### src/rtl/search_frontend_pkg.sv
// search_frontend shared definitions.
// Frame geometry and FSM encoding for the searcher feeder.
package search_frontend_pkg;

    typedef enum logic [1:0] {
        LOAD,
        START,
        SEARCH,
        RESULT
    } feState_e;

    localparam int FRAME_WORDS = 19;
    localparam int TARGET_LSB  = 0;
    localparam int TARGET_W    = 5;
    localparam int MSG_BASE    = 3;
    localparam int MSG_WORDS   = FRAME_WORDS - MSG_BASE;
    localparam int IDX_W       = $clog2(FRAME_WORDS);
    localparam int SLOT_W      = $clog2(MSG_WORDS);

endpackage

### src/rtl/search_frontend_if.sv
// search_frontend host-side streams.
// Command words in, result records out, both valid/ready.
interface search_frontend_if #(
    parameter int CYCLE_W = 32
);
    logic               in_valid;
    logic               in_ready;
    logic [31:0]        in_data;
    logic               out_valid;
    logic               out_ready;
    logic [31:0]        out_result;
    logic [31:0]        out_digests;
    logic [CYCLE_W-1:0] out_cycles;

    modport master (
        output in_valid,
        output in_data,
        output out_ready,
        input  in_ready,
        input  out_valid,
        input  out_result,
        input  out_digests,
        input  out_cycles
    );

    modport slave (
        input  in_valid,
        input  in_data,
        input  out_ready,
        output in_ready,
        output out_valid,
        output out_result,
        output out_digests,
        output out_cycles
    );

endinterface

### src/rtl/search_frontend.sv
// search_frontend: assembles a 19-word command frame, runs one
// search on CollisionSearcher and returns the captured result.
module search_frontend
    import search_frontend_pkg::*;
#(
    parameter int CYCLE_W = 32
) (
    input  logic                 clk,
    input  logic                 reset,
    search_frontend_if.slave     host,
    output logic                 s_start,
    output logic [TARGET_W-1:0]  s_target,
    output logic [511:0]         s_message,
    output logic [31:0]          s_counter,
    output logic [31:0]          s_increment,
    input  logic                 s_done,
    input  logic [31:0]          s_result,
    input  logic [31:0]          s_digests,
    output logic                 busy
);

    feState_e                  state;
    logic [IDX_W-1:0]          idx;
    logic [SLOT_W-1:0]         slot;
    logic [MSG_WORDS-1:0][31:0] msg;
    logic [CYCLE_W-1:0]        cycles;
    logic                      inReady;
    logic                      outValid;
    logic [31:0]               outResult;
    logic [31:0]               outDigests;
    logic [CYCLE_W-1:0]        outCycles;
    logic                      accept;
    logic                      lastWord;

    // Word 3 lands in the top slot, word 18 in slot 0.
    assign slot     = SLOT_W'(IDX_W'(FRAME_WORDS - 1) - idx);
    assign accept   = host.in_valid && inReady;
    assign lastWord = (idx == IDX_W'(FRAME_WORDS - 1));

    assign s_message        = msg;
    assign host.in_ready    = inReady;
    assign host.out_valid   = outValid;
    assign host.out_result  = outResult;
    assign host.out_digests = outDigests;
    assign host.out_cycles  = outCycles;

    always_ff @(posedge clk or posedge reset) begin
        if (reset) begin
            state       <= LOAD;
            idx         <= '0;
            msg         <= '0;
            cycles      <= '0;
            inReady     <= 1'b1;
            outValid    <= 1'b0;
            outResult   <= '0;
            outDigests  <= '0;
            outCycles   <= '0;
            s_start     <= 1'b0;
            s_target    <= '0;
            s_counter   <= '0;
            s_increment <= '0;
            busy        <= 1'b0;
        end else begin
            s_start <= 1'b0;
            unique case (state)
                LOAD: begin
                    if (accept) begin
                        case (idx)
                            IDX_W'(0): s_target <= host.in_data[TARGET_LSB +: TARGET_W];
                            IDX_W'(1): s_counter <= host.in_data;
                            IDX_W'(2): s_increment <= host.in_data;
                            default:   msg[slot] <= host.in_data;
                        endcase
                        if (lastWord) begin
                            idx     <= '0;
                            state   <= START;
                            inReady <= 1'b0;
                            s_start <= 1'b1;
                            busy    <= 1'b1;
                            cycles  <= '0;
                        end else begin
                            idx <= idx + 1'b1;
                        end
                    end
                end
                START: begin
                    state  <= SEARCH;
                    cycles <= cycles + 1'b1;
                end
                SEARCH: begin
                    if (s_done) begin
                        outResult  <= s_result;
                        outDigests <= s_digests;
                        outCycles  <= cycles;
                        outValid   <= 1'b1;
                        busy       <= 1'b0;
                        state      <= RESULT;
                    end else if (cycles != '1) begin
                        cycles <= cycles + 1'b1;
                    end
                end
                RESULT: begin
                    if (host.out_ready) begin
                        outValid <= 1'b0;
                        inReady  <= 1'b1;
                        state    <= LOAD;
                    end
                end
                default: begin
                    state   <= LOAD;
                    inReady <= 1'b1;
                    busy    <= 1'b0;
                end
            endcase
        end
    end

endmodule

### src/flat_wrapper.sv
// flat-port wrapper written by rule: the top's interface ports become plain ports
module search_frontend_flat import search_frontend_pkg::*;
#(
    parameter int CYCLE_W = 32
)
  (clk, reset, s_start, s_target, s_message, s_counter, s_increment, s_done, s_result, s_digests, busy, host_in_valid, host_in_data, host_out_ready, host_in_ready, host_out_valid, host_out_result, host_out_digests, host_out_cycles);
  search_frontend_if #(.CYCLE_W(CYCLE_W)) host_i ();
  input  logic clk;
  input  logic reset;
  output logic s_start;
  output logic [TARGET_W-1:0] s_target;
  output logic [511:0] s_message;
  output logic [31:0] s_counter;
  output logic [31:0] s_increment;
  input  logic s_done;
  input  logic [31:0] s_result;
  input  logic [31:0] s_digests;
  output logic busy;
  input wire logic [$bits(host_i.in_valid)-1:0] host_in_valid;
  input wire logic [$bits(host_i.in_data)-1:0] host_in_data;
  input wire logic [$bits(host_i.out_ready)-1:0] host_out_ready;
  output wire logic [$bits(host_i.in_ready)-1:0] host_in_ready;
  output wire logic [$bits(host_i.out_valid)-1:0] host_out_valid;
  output wire logic [$bits(host_i.out_result)-1:0] host_out_result;
  output wire logic [$bits(host_i.out_digests)-1:0] host_out_digests;
  output wire logic [$bits(host_i.out_cycles)-1:0] host_out_cycles;
  assign host_i.in_valid = host_in_valid;
  assign host_i.in_data = host_in_data;
  assign host_i.out_ready = host_out_ready;
  assign host_in_ready = host_i.in_ready;
  assign host_out_valid = host_i.out_valid;
  assign host_out_result = host_i.out_result;
  assign host_out_digests = host_i.out_digests;
  assign host_out_cycles = host_i.out_cycles;
  search_frontend #(.CYCLE_W(CYCLE_W)) u_core (.clk(clk), .reset(reset), .host(host_i), .s_start(s_start), .s_target(s_target), .s_message(s_message), .s_counter(s_counter), .s_increment(s_increment), .s_done(s_done), .s_result(s_result), .s_digests(s_digests), .busy(busy));
endmodule
### config.mk
export PLATFORM = sky130hd
export DESIGN_NAME = search_frontend_flat
export DESIGN_NICKNAME = d
export VERILOG_FILES = /design/src/rtl/search_frontend_pkg.sv /design/src/rtl/search_frontend_if.sv /design/src/rtl/search_frontend.sv /design/src/flat_wrapper.sv
export SDC_FILE = /design/constraint.sdc
export NUM_CORES = 1
export LEC_CHECK = 0
export ABC_AREA = 1
export ABC_CLOCK_PERIOD_IN_PS = 34900
export CORE_AREA = 2 2 305 307
export DETAILED_ROUTE_END_ITERATION = 10
export DIE_AREA = 0 0 307 309
export GPL_ROUTABILITY_DRIVEN = 0
export PLACE_DENSITY_LB_ADDON = 0.05
export SYNTH_ARGS = -nofsm -noshare
export SYNTH_HDL_FRONTEND = slang
export SYNTH_SLANG_ARGS = --single-unit
export TNS_END_PERCENT = 30
### constraint.sdc
create_clock -name clk -period 34.9 [get_ports clk]
set_input_delay 6.98 -clock clk [delete_from_list [all_inputs] [get_ports clk]]
set_output_delay 6.98 -clock clk [all_outputs]
set_load 0.01 [all_outputs]
# ---- Word level (Yosys, flattened, before mapping)
# Cells that the tools add are included.
dict set report totals {
  ff_bits 720
  word_cells 96
  in_bits 101
}
dict set report classes {
  n_mux 28
  addsub 3
  n_lt_le_gt_ge 2
  bitwise_logic 1
  n_reduce_logical 20
  n_eq_ne 13
}
# op n
set op_table {}
lappend op_table {{$bwmux 512} 1}
lappend op_table {{$mux 32} 5}
lappend op_table {{$demux 32 s4} 1}
lappend op_table {{$pmux 32 s3} 1}
lappend op_table {{$add 32x1->32 const B} 1}
lappend op_table {{$ne 32x32->1 const B} 1}
lappend op_table {{$reduce_and 3->1} 5}
lappend op_table {{$reduce_and 4->1} 3}
lappend op_table {{$mux 1} 11}
lappend op_table {{$mux 2} 4}
lappend op_table {{$pmux 2 s4} 1}
lappend op_table {{$ne 2x1->1 const B} 3}
lappend op_table {{$ne 2x2->1 const B} 3}
lappend op_table {{$pmux 1 s2} 3}
lappend op_table {{$reduce_bool 2->1} 3}
lappend op_table {{$add 5x1->5 const B} 1}
lappend op_table {{$eq 5x1->1 const B} 1}
lappend op_table {{$eq 5x2->1 const B} 1}
lappend op_table {{$eq 5x5->1 const B} 1}
lappend op_table {{$logic_not 5->1} 1}
lappend op_table {{$lt 4x5->1 const B} 1}
lappend op_table {{$mux 5} 1}
lappend op_table {{$reduce_and 5->1} 1}
lappend op_table {{$eq 2x2->1 const B} 2}
lappend op_table {{other kinds (9)} 11}

# ---- Logic depth before layout (Yosys ltp)
# Gate-level depths: netlist of the first run.
dict set report depth {
  depth_word 6
  ltp_mapped 11
  ltp_nobuf 9
}

# ---- Least setup slack after synthesis of the first run
# OpenSTA, ideal clock, no wires.
dict set report synth_timing {
  kind {input to register}
  from {input port host_in_valid}
  to {register u_core.msg, in the netlist u_core.s_message[256]}
  required_ns 34.783
  t_arrival_ns 8.074
  slack_ns 26.710
  setup_time_ns 0.117
  stages 9
  path_buffers 2
  path_cell_list {nand3_2 inv_2 o21ai_1 nor2_4 buf_2 nand2_1 buf_4 nand2_1 nand2_1}
}
dict set report synth_via {
  elab_chain_len 2
}
# element line
set synth_lines {}
lappend synth_lines {{start, declared} flat_wrapper.sv:19} ;# input wire logic [$bits(host_i.in_valid)-1:0] host_in_valid;
lappend synth_lines {{$logic_and 1x1->1} search_frontend.sv:37} ;# assign accept = host.in_valid && inReady;
lappend synth_lines {{$reduce_and 3->1 (no line)} --}
lappend synth_lines {{end signal, assigned by index} search_frontend.sv:72} ;# default: msg[slot] <= host.in_data;
lappend synth_lines {{end, declared} search_frontend.sv:25} ;# logic [MSG_WORDS-1:0][31:0] msg;
# No other way between the ends.
# A chain may end at the register's enable or synchronous reset.

==> metrics.log, run 1 <==
INFO  metric cellLeakagePower = 20.1 nW
INFO  metric synthesis.area_per_instance = 8.76 sq um
INFO  metric drt_first_pass_iters = 6
INFO  metric fin_nets = 4138
INFO  metric synth_seq_area_share = 0.613
INFO  metric status = finished, final reports clean
INFO  metric vias_post_dr = 25300
INFO  metric pin_count_of_the_biggest_net_entering_global_routing = 209
INFO  metric place_ws = 23080 ps
INFO  metric post-synth-top-count-cell = sky130_fd_sc_hd__nand2_1
INFO  metric cts.htree.levels = 3
INFO  metric critical-path-slowest-cell = sky130_fd_sc_hd__buf_4
INFO  metric layoutNonFillerInstCount = 5276
INFO  metric worst_path_bufs_invs = 6
INFO  metric layout-area-overhead-vs-synth = 38.7%
INFO  metric tcrit_tclk_final = 0.311
INFO  metric ys_async_sr_fraction = 1.00
INFO  metric final-max-slew-violation-count = 0
INFO  metric cts_inserted_buffers = 82
INFO  metric post-route-util = 0.446
INFO  metric clkSlewWorstSetupHoldPaths = 50 ps
INFO  metric max_cap_violations = 0
INFO  metric final_critical_path_setup_slack = 24060 ps
INFO  metric max_stage_delay = 900 ps
INFO  metric first_global_vias = 25000
INFO  metric worstPathRequired = 35500 ps
INFO  metric rows = 111
INFO  metric clock_tree.root_cell = sky130_fd_sc_hd__clkbuf_16
INFO  metric detailed_route_vias_per_instance = 4.79
INFO  metric postCtsSetupRepairBufs = 0
INFO  metric numPortBuffers = 781
INFO  metric yosysWarningCount = 0
INFO  metric max_clock_freq = 0.0922 GHz
INFO  metric worst_skew_pair.late_latency = 640 ps
INFO  metric fin_hold_ws = 466 ps
INFO  metric routed_wire_length = 124 mm
INFO  metric top_level_ports = 782
INFO  metric final_layout_size_suffix_gt1_frac = 0.0589
INFO  metric final.setup.tns = 0 ps
INFO  metric chipWidth = 307 um
INFO  metric mappedNetlistArea = 29400 sq um
INFO  metric pwr_density_cell = 87.5 nW/um^2
INFO  metric synth_flop_cell = sky130_fd_sc_hd__dfrtp_1
INFO  metric synthesis.nets = 3468
INFO  metric ctsResizeCount = 0
INFO  metric dp.cells = 5129
INFO  metric tritoncts = built
INFO  metric crit_type = in -> async
INFO  metric cp_top_family = buffers and inverters
INFO  metric timing.slew.headroom = 0.218
INFO  metric cts_hold_buf = 0
INFO  metric post_synth_most_frequent_cells = sky130_fd_sc_hd__nand2_1, sky130_fd_sc_hd__dfrtp_1, sky130_fd_sc_hd__nand3_1
INFO  metric crit_path_frequent_cell = sky130_fd_sc_hd__buf_4
INFO  metric drt_iter0_markers = 1980
INFO  metric worst_pin_slew = 1170 ps
INFO  metric most_area_consuming_cells_after_synthesis = sky130_fd_sc_hd__dfrtp_1, sky130_fd_sc_hd__nand2_1, sky130_fd_sc_hd__nand3_1, sky130_fd_sc_hd__buf_2, sky130_fd_sc_hd__o21ai_0
INFO  metric timing.final.setup_violations = 0
INFO  metric grt_pass1_wl = 179 mm
INFO  metric setup_repair_after_global_routing_missed_its_margin = false
INFO  metric postLayoutCellArea = 40800 sq um
INFO  metric routedWlPerCell = 23.5 um
INFO  metric num_antenna_cells = 0
INFO  metric grt_antenna_before_repair = 2
INFO  metric die-area = 94900 sq um
INFO  metric crit_fanout = 104
INFO  metric core_area = 91400 sq um
INFO  metric power = 3.57 mW
INFO  metric die_height = 309 um
INFO  metric synth.lib_cells_used.distinct = 27
INFO  metric fin_skew = 23.1 ps
INFO  metric postRouteAntennaNets = 0
INFO  metric vdd_drop_max = 0.0428 mV
INFO  metric cp-start-kind = input port
INFO  metric synth_largest_type_area_fraction = 0.612
INFO  metric drcViolationCount = 0
INFO  metric worst_hold_path_type = reg -> reg
INFO  metric placed_area = 38000 sq um
INFO  metric final.min_clock_period = 10840 ps
INFO  metric detailed_place_hpwl = 82.4 mm
INFO  metric overall_track_demand_over_capacity_in_global_routing = 0.257
INFO  metric grt_ovf = 0
INFO  metric worst-endpoint-arrival = 11440 ps
INFO  metric hold_viol = 0
INFO  metric synth_top_cell_by_area = sky130_fd_sc_hd__dfrtp_1
INFO  metric synth_enable_flop_cells = 0
INFO  metric worstPathCellList = clkdlybuf4s50_1 -> inv_8 -> buf_4 -> buf_4 -> buf_4 -> buf_4
INFO  metric ys_seq_elements = 720
INFO  metric start_util = 0.322
INFO  metric ctsLongestPathBuffers = 3
INFO  metric synthCells = 3357
INFO  metric critical_path.endpoint_type = async pin
INFO  metric clkSinkCount = 720
cell usage in the layout (no fill, tap or decap), types with 5 or more instances in the layout:
cell	instances
sky130_fd_sc_hd__a21oi_1	42
sky130_fd_sc_hd__buf_2	5
sky130_fd_sc_hd__buf_4	58
sky130_fd_sc_hd__bufinv_16	8
sky130_fd_sc_hd__clkbuf_1	20
sky130_fd_sc_hd__clkbuf_16	85
sky130_fd_sc_hd__clkbuf_8	15
sky130_fd_sc_hd__clkdlybuf4s50_1	776
sky130_fd_sc_hd__clkinv_2	14
sky130_fd_sc_hd__dfrtp_1	719
sky130_fd_sc_hd__ha_1	10
sky130_fd_sc_hd__inv_1	78
sky130_fd_sc_hd__inv_2	5
sky130_fd_sc_hd__nand2_1	1452
sky130_fd_sc_hd__nand2_2	11
sky130_fd_sc_hd__nand3_1	539
sky130_fd_sc_hd__nor2_1	96
sky130_fd_sc_hd__nor2_4	15
sky130_fd_sc_hd__o21ai_0	88
sky130_fd_sc_hd__o21ai_1	11
sky130_fd_sc_hd__xor2_1	14
worst paths after layout:
check	startpoint	endpoint	slack, ps	cells past startpoint
min in group asynchronous	reset	u_core.host.out_result[28]$_DFFE_PP0P_	6870	2
hold reg to reg	u_core.s_message[155]$_DFFE_PP0P_	u_core.s_message[155]$_DFFE_PP0P_	470	2
max in group clk	host_in_valid	u_core.s_message[372]$_DFFE_PP0P_	24640	11
hold / removal	u_core.s_message[155]$_DFFE_PP0P_	u_core.s_message[155]$_DFFE_PP0P_	470	2
setup reg to reg	u_core.state[0]$_DFFE_PP0P_	u_core.s_message[372]$_DFFE_PP0P_	30750	12
setup / recovery	reset	u_core.s_message[501]$_DFFE_PP0P_	24060	6
tightest hold or removal path, stage by stage (launching register included):
cell and delay (ps):
sky130_fd_sc_hd__dfrtp_1 340, sky130_fd_sc_hd__nand2_1 50, sky130_fd_sc_hd__nand2_1 40
where the power goes:
group          total (mW)  leakage, nW  internal (mW)  switching, mW
clock               0.905         1.38          0.539          0.366
sequential           1.30         9.73           1.11          0.183
combinational        1.37         8.96          0.611          0.755
total                3.57         20.1           2.26           1.30
cell type report:
| cell class | instances | area, sq um |
|---|---|---|
| well taps | 1186 | 1480 |
| inverters | 86 | 333 |
| multi-input cells | 2295 | 9860 |
| clock buffers | 120 | 2410 |
| repair buffers | 842 | 8290 |
| fillers | 8914 | 50600 |
| clock inverters | 27 | 392 |
| flip-flops and latches | 720 | 18000 |
sequential cells by signal, summed over array words and instances (netlist names):
name / cells
u_core.s_message: 512
u_core.s_increment: 32
u_core.host.out_digests: 32
u_core.busy: 1
u_core.s_target: 5
u_core.host.in_ready: 1
u_core.s_start: 1
u_core.host.out_valid: 1
u_core.host.out_cycles: 32
u_core.state: 2
u_core.cycles: 32
u_core.s_counter: 32
u_core.host.out_result: 32
u_core.idx: 5
kinds of logic (layout without fill, tap and decap cells):
kind of cell | Yosys count | in the layout | share of synthesized area
compound gates | 141 | 141 | 0.0240
xor+xnor | 17 | 17 | 0.00583
fa+ha+maj | 10 | 10 | 0.00425
buf+inv | 342 | 1075 | 0.0530
flops | 720 | 720 | 0.613
simple gates | 2127 | 2127 | 0.300
layer usage:
metal,vias to the layer above,GRT usage,part of all wire
met5,-,0,0
met4,0,0.108,0.043
met3,194,0.0556,0.063
met2,816,0.429,0.48
met1,12300,0.323,0.41
li1,11900,-,-
(Power assumes the default switching activity.)
==> run 2, diff against run 1 <==
--- a/config.mk
+++ b/config.mk
@@ -6,7 +6,7 @@
 export NUM_CORES = 1
 export LEC_CHECK = 0
 export ABC_AREA = 1
-export ABC_CLOCK_PERIOD_IN_PS = 34900
+export ABC_CLOCK_PERIOD_IN_PS = 11200
 export CORE_AREA = 2 2 305 307
 export DETAILED_ROUTE_END_ITERATION = 10
 export DIE_AREA = 0 0 307 309
==> constraint.sdc (replaced) <==
create_clock -name clk -period 11.2 [get_ports clk]
set_input_delay 2.24 -clock clk [delete_from_list [all_inputs] [get_ports clk]]
set_output_delay 2.24 -clock clk [all_outputs]
set_load 0.01 [all_outputs]
==> metrics.log, run 2 (same netlist as run 1, synthesis figures left out) <==
INFO  metric status = finished, final reports clean
INFO  metric critical_path.endpoint_type = register
INFO  metric final.min_clock_period = 5410 ps
INFO  metric grt_antenna_before_repair = 1 (-1)
INFO  metric clock_tree.root_cell = sky130_fd_sc_hd__clkbuf_16
INFO  metric postCtsSetupRepairBufs = 0 (unchanged)
INFO  metric final_common_cell = sky130_fd_sc_hd__nand2_1
INFO  metric postRouteAntennaNets = 0 (unchanged)
INFO  metric worst_pin_slew = 1240 ps (+75.0 ps)
INFO  metric final.setup.tns = 0 ps (unchanged)
INFO  metric num_antenna_cells = 0 (unchanged)
INFO  metric rows = 111 (unchanged)
INFO  metric cts_hold_buf = 0 (unchanged)
INFO  metric cp-start-kind = input port
INFO  metric timing.final.setup_violations = 0 (unchanged)
INFO  metric fin_nets = 4145 (+0.17%)
INFO  metric worst_skew_pair.late_latency = 640 ps (about the same)
INFO  metric vdd_drop_max = 0.128 mV (+200%)
INFO  metric worst_hold_path_type = reg -> reg
INFO  metric drt_iter0_markers = 1878 (-5.2%)
INFO  metric fin_hold_ws = 467 ps (+0.714 ps)
INFO  metric start_util = 0.322 (unchanged)
INFO  metric cellLeakagePower = 20.1 nW (+0.19%)
INFO  metric crit_type = in -> reg
INFO  metric ctsResizeCount = 0 (unchanged)
INFO  metric cts.htree.levels = 3 (unchanged)
INFO  metric tritoncts = built
INFO  metric drcViolationCount = 0 (unchanged)
INFO  metric routedWlPerCell = 23.4 um (-0.82%)
INFO  metric vias_post_dr = 25300 (+0.15%)
INFO  metric numPortBuffers = 781 (unchanged)
INFO  metric final-max-slew-violation-count = 0 (unchanged)
INFO  metric crit_fanout = 173 (+66%)
INFO  metric ctsLongestPathBuffers = 3 (unchanged)
INFO  metric register_area = 18000 sq um (unchanged)
INFO  metric fin_skew = 18.2 ps (-4.89 ps)
INFO  metric die_height = 309 um (unchanged)
INFO  metric setup_repair_after_global_routing_missed_its_margin = false
INFO  metric detailed_route_vias_per_instance = 4.79 (about the same)
INFO  metric final_layout_size_suffix_gt1_frac = 0.0598 (+0.000890)
INFO  metric worst-endpoint-arrival = 5930 ps (-5510 ps)
INFO  metric pwr_density_cell = 273 nW/um^2 (+210%)
INFO  metric cts_inserted_buffers = 84 (+2.4%)
INFO  metric multi_input_area = 9860 sq um (about the same)
INFO  metric leading_cell_types_in_the_layout_fill_and_taps_excluded = sky130_fd_sc_hd__nand2_1, sky130_fd_sc_hd__clkdlybuf4s50_1, sky130_fd_sc_hd__dfrtp_1, sky130_fd_sc_hd__nand3_1, sky130_fd_sc_hd__nor2_1
INFO  metric first_global_vias = 24800 (-0.73%)
INFO  metric hold_viol = 0 (unchanged)
INFO  metric timing.slew.headroom = 0.168 (-0.0502)
INFO  metric detailed_place_hpwl = 82.5 mm (+0.11%)
INFO  metric drt_first_pass_iters = 5 (-1)
INFO  metric max_clock_freq = 0.185 GHz
INFO  metric tcrit_tclk_final = 0.483
INFO  metric grt_pass1_wl = 178 mm (-0.60%)
INFO  metric top_level_ports = 782 (unchanged)
INFO  metric clkSlewWorstSetupHoldPaths = 60 ps (about the same)
INFO  metric routed_wire_length = 123 mm (-0.71%)
INFO  metric die-area = 94900 sq um (unchanged)
INFO  metric max_cap_violations = 0 (unchanged)
INFO  metric grt_ovf = 0 (unchanged)
INFO  metric overall_track_demand_over_capacity_in_global_routing = 0.255 (-0.00214)
INFO  metric pin_count_of_the_biggest_net_entering_global_routing = 174 (-17%)
INFO  metric chipWidth = 307 um (unchanged)
INFO  metric largest_reg_flops = 512 (unchanged)
INFO  metric post-route-util = 0.447 (+0.00100)
INFO  metric clkSinkCount = 720 (unchanged)
INFO  metric reg2reg_setup_slack = 7300 ps (-23450 ps)
INFO  metric core_area = 91400 sq um (unchanged)
INFO  metric fillers = 9074 (+1.8%)
INFO  metric worstPathRequired = 11720 ps (-23780 ps)
INFO  metric layout-area-overhead-vs-synth = 39.0%
-- run 2: cell types whose count changed in the layout (fill, tap and decap cells not counted), moves of 2 or more --
| cell | before | now |
|---|---|---|
| sky130_fd_sc_hd__clkinv_8 | 4 | 2 |
| sky130_fd_sc_hd__clkinvlp_4 | 0 | 3 |
| sky130_fd_sc_hd__clkinv_2 | 14 | 12 |
| sky130_fd_sc_hd__buf_4 | 58 | 62 |
| sky130_fd_sc_hd__clkbuf_16 | 85 | 87 |
-- run 2: layout make-up --
class                      count  share of cell area
clock buffer                 122              0.0599
clock inverter                26             0.00964
inverter                      86             0.00805
multi-input combinational   2295               0.241
sequential                   720               0.441
tap                         1186              0.0363
timing repair buffer         847               0.204
-- run 2: layer usage --
layer  vias to the layer above  wire [um]  part of all wire  global-route usage
met5                         -         14           0.00011                   0
met4                         2       3570             0.029              0.0783
met3                       154       7700             0.062              0.0531
met2                       818      61000              0.49               0.434
met1                     12300      51100              0.41               0.325
li1                      12000          -                 -                   -
-- run 2: power by group --
part           total (mW)  internal (mW)  switching [mW]
combinational        4.30           1.91            2.39
clock                2.87           1.72            1.15
sequential           3.99           3.47           0.520
total                11.2           7.10            4.06
-- run 2: path summary, 6_finish.rpt --
kind	to	start	cells after the start
min reg2reg	u_core.s_message[445]$_DFFE_PP0P_	u_core.s_message[445]$_DFFE_PP0P_	2
max reg2reg	u_core.s_message[299]$_DFFE_PP0P_	u_core.state[0]$_DFFE_PP0P_	11
max in group asynchronous	u_core.host.out_cycles[17]$_DFFE_PP0P_	reset	4
max	u_core.s_message[299]$_DFFE_PP0P_	host_in_valid	10
min in group asynchronous	u_core.s_message[91]$_DFFE_PP0P_	reset	2
min	u_core.s_message[445]$_DFFE_PP0P_	u_core.s_message[445]$_DFFE_PP0P_	2
-- run 2: per-stage QoR --
stage          power, mW  area (sq um)  cells  setup slack (ps)
3_3_place_gp        8.37         38000   5134              5170
5_1_grt             11.8         40900   5282              5520
6_report            11.2         40900   5282              5790
2_1_floorplan       5.76         29400   3357              -901
4_1_cts             11.3         40900   5282              5840
3_5_place_dp        8.39         38000   5134              5160
-- run 2: critical path, cell delays in order --
cell	delay, ps
sky130_fd_sc_hd__clkdlybuf4s50_1	620
sky130_fd_sc_hd__nand3_2	210
sky130_fd_sc_hd__inv_2	170
sky130_fd_sc_hd__o21ai_1	120
sky130_fd_sc_hd__nor2_4	110
sky130_fd_sc_hd__buf_12	560
sky130_fd_sc_hd__buf_4	810
sky130_fd_sc_hd__nand2_2	670
sky130_fd_sc_hd__nand2_1	220
sky130_fd_sc_hd__nand2_1	60
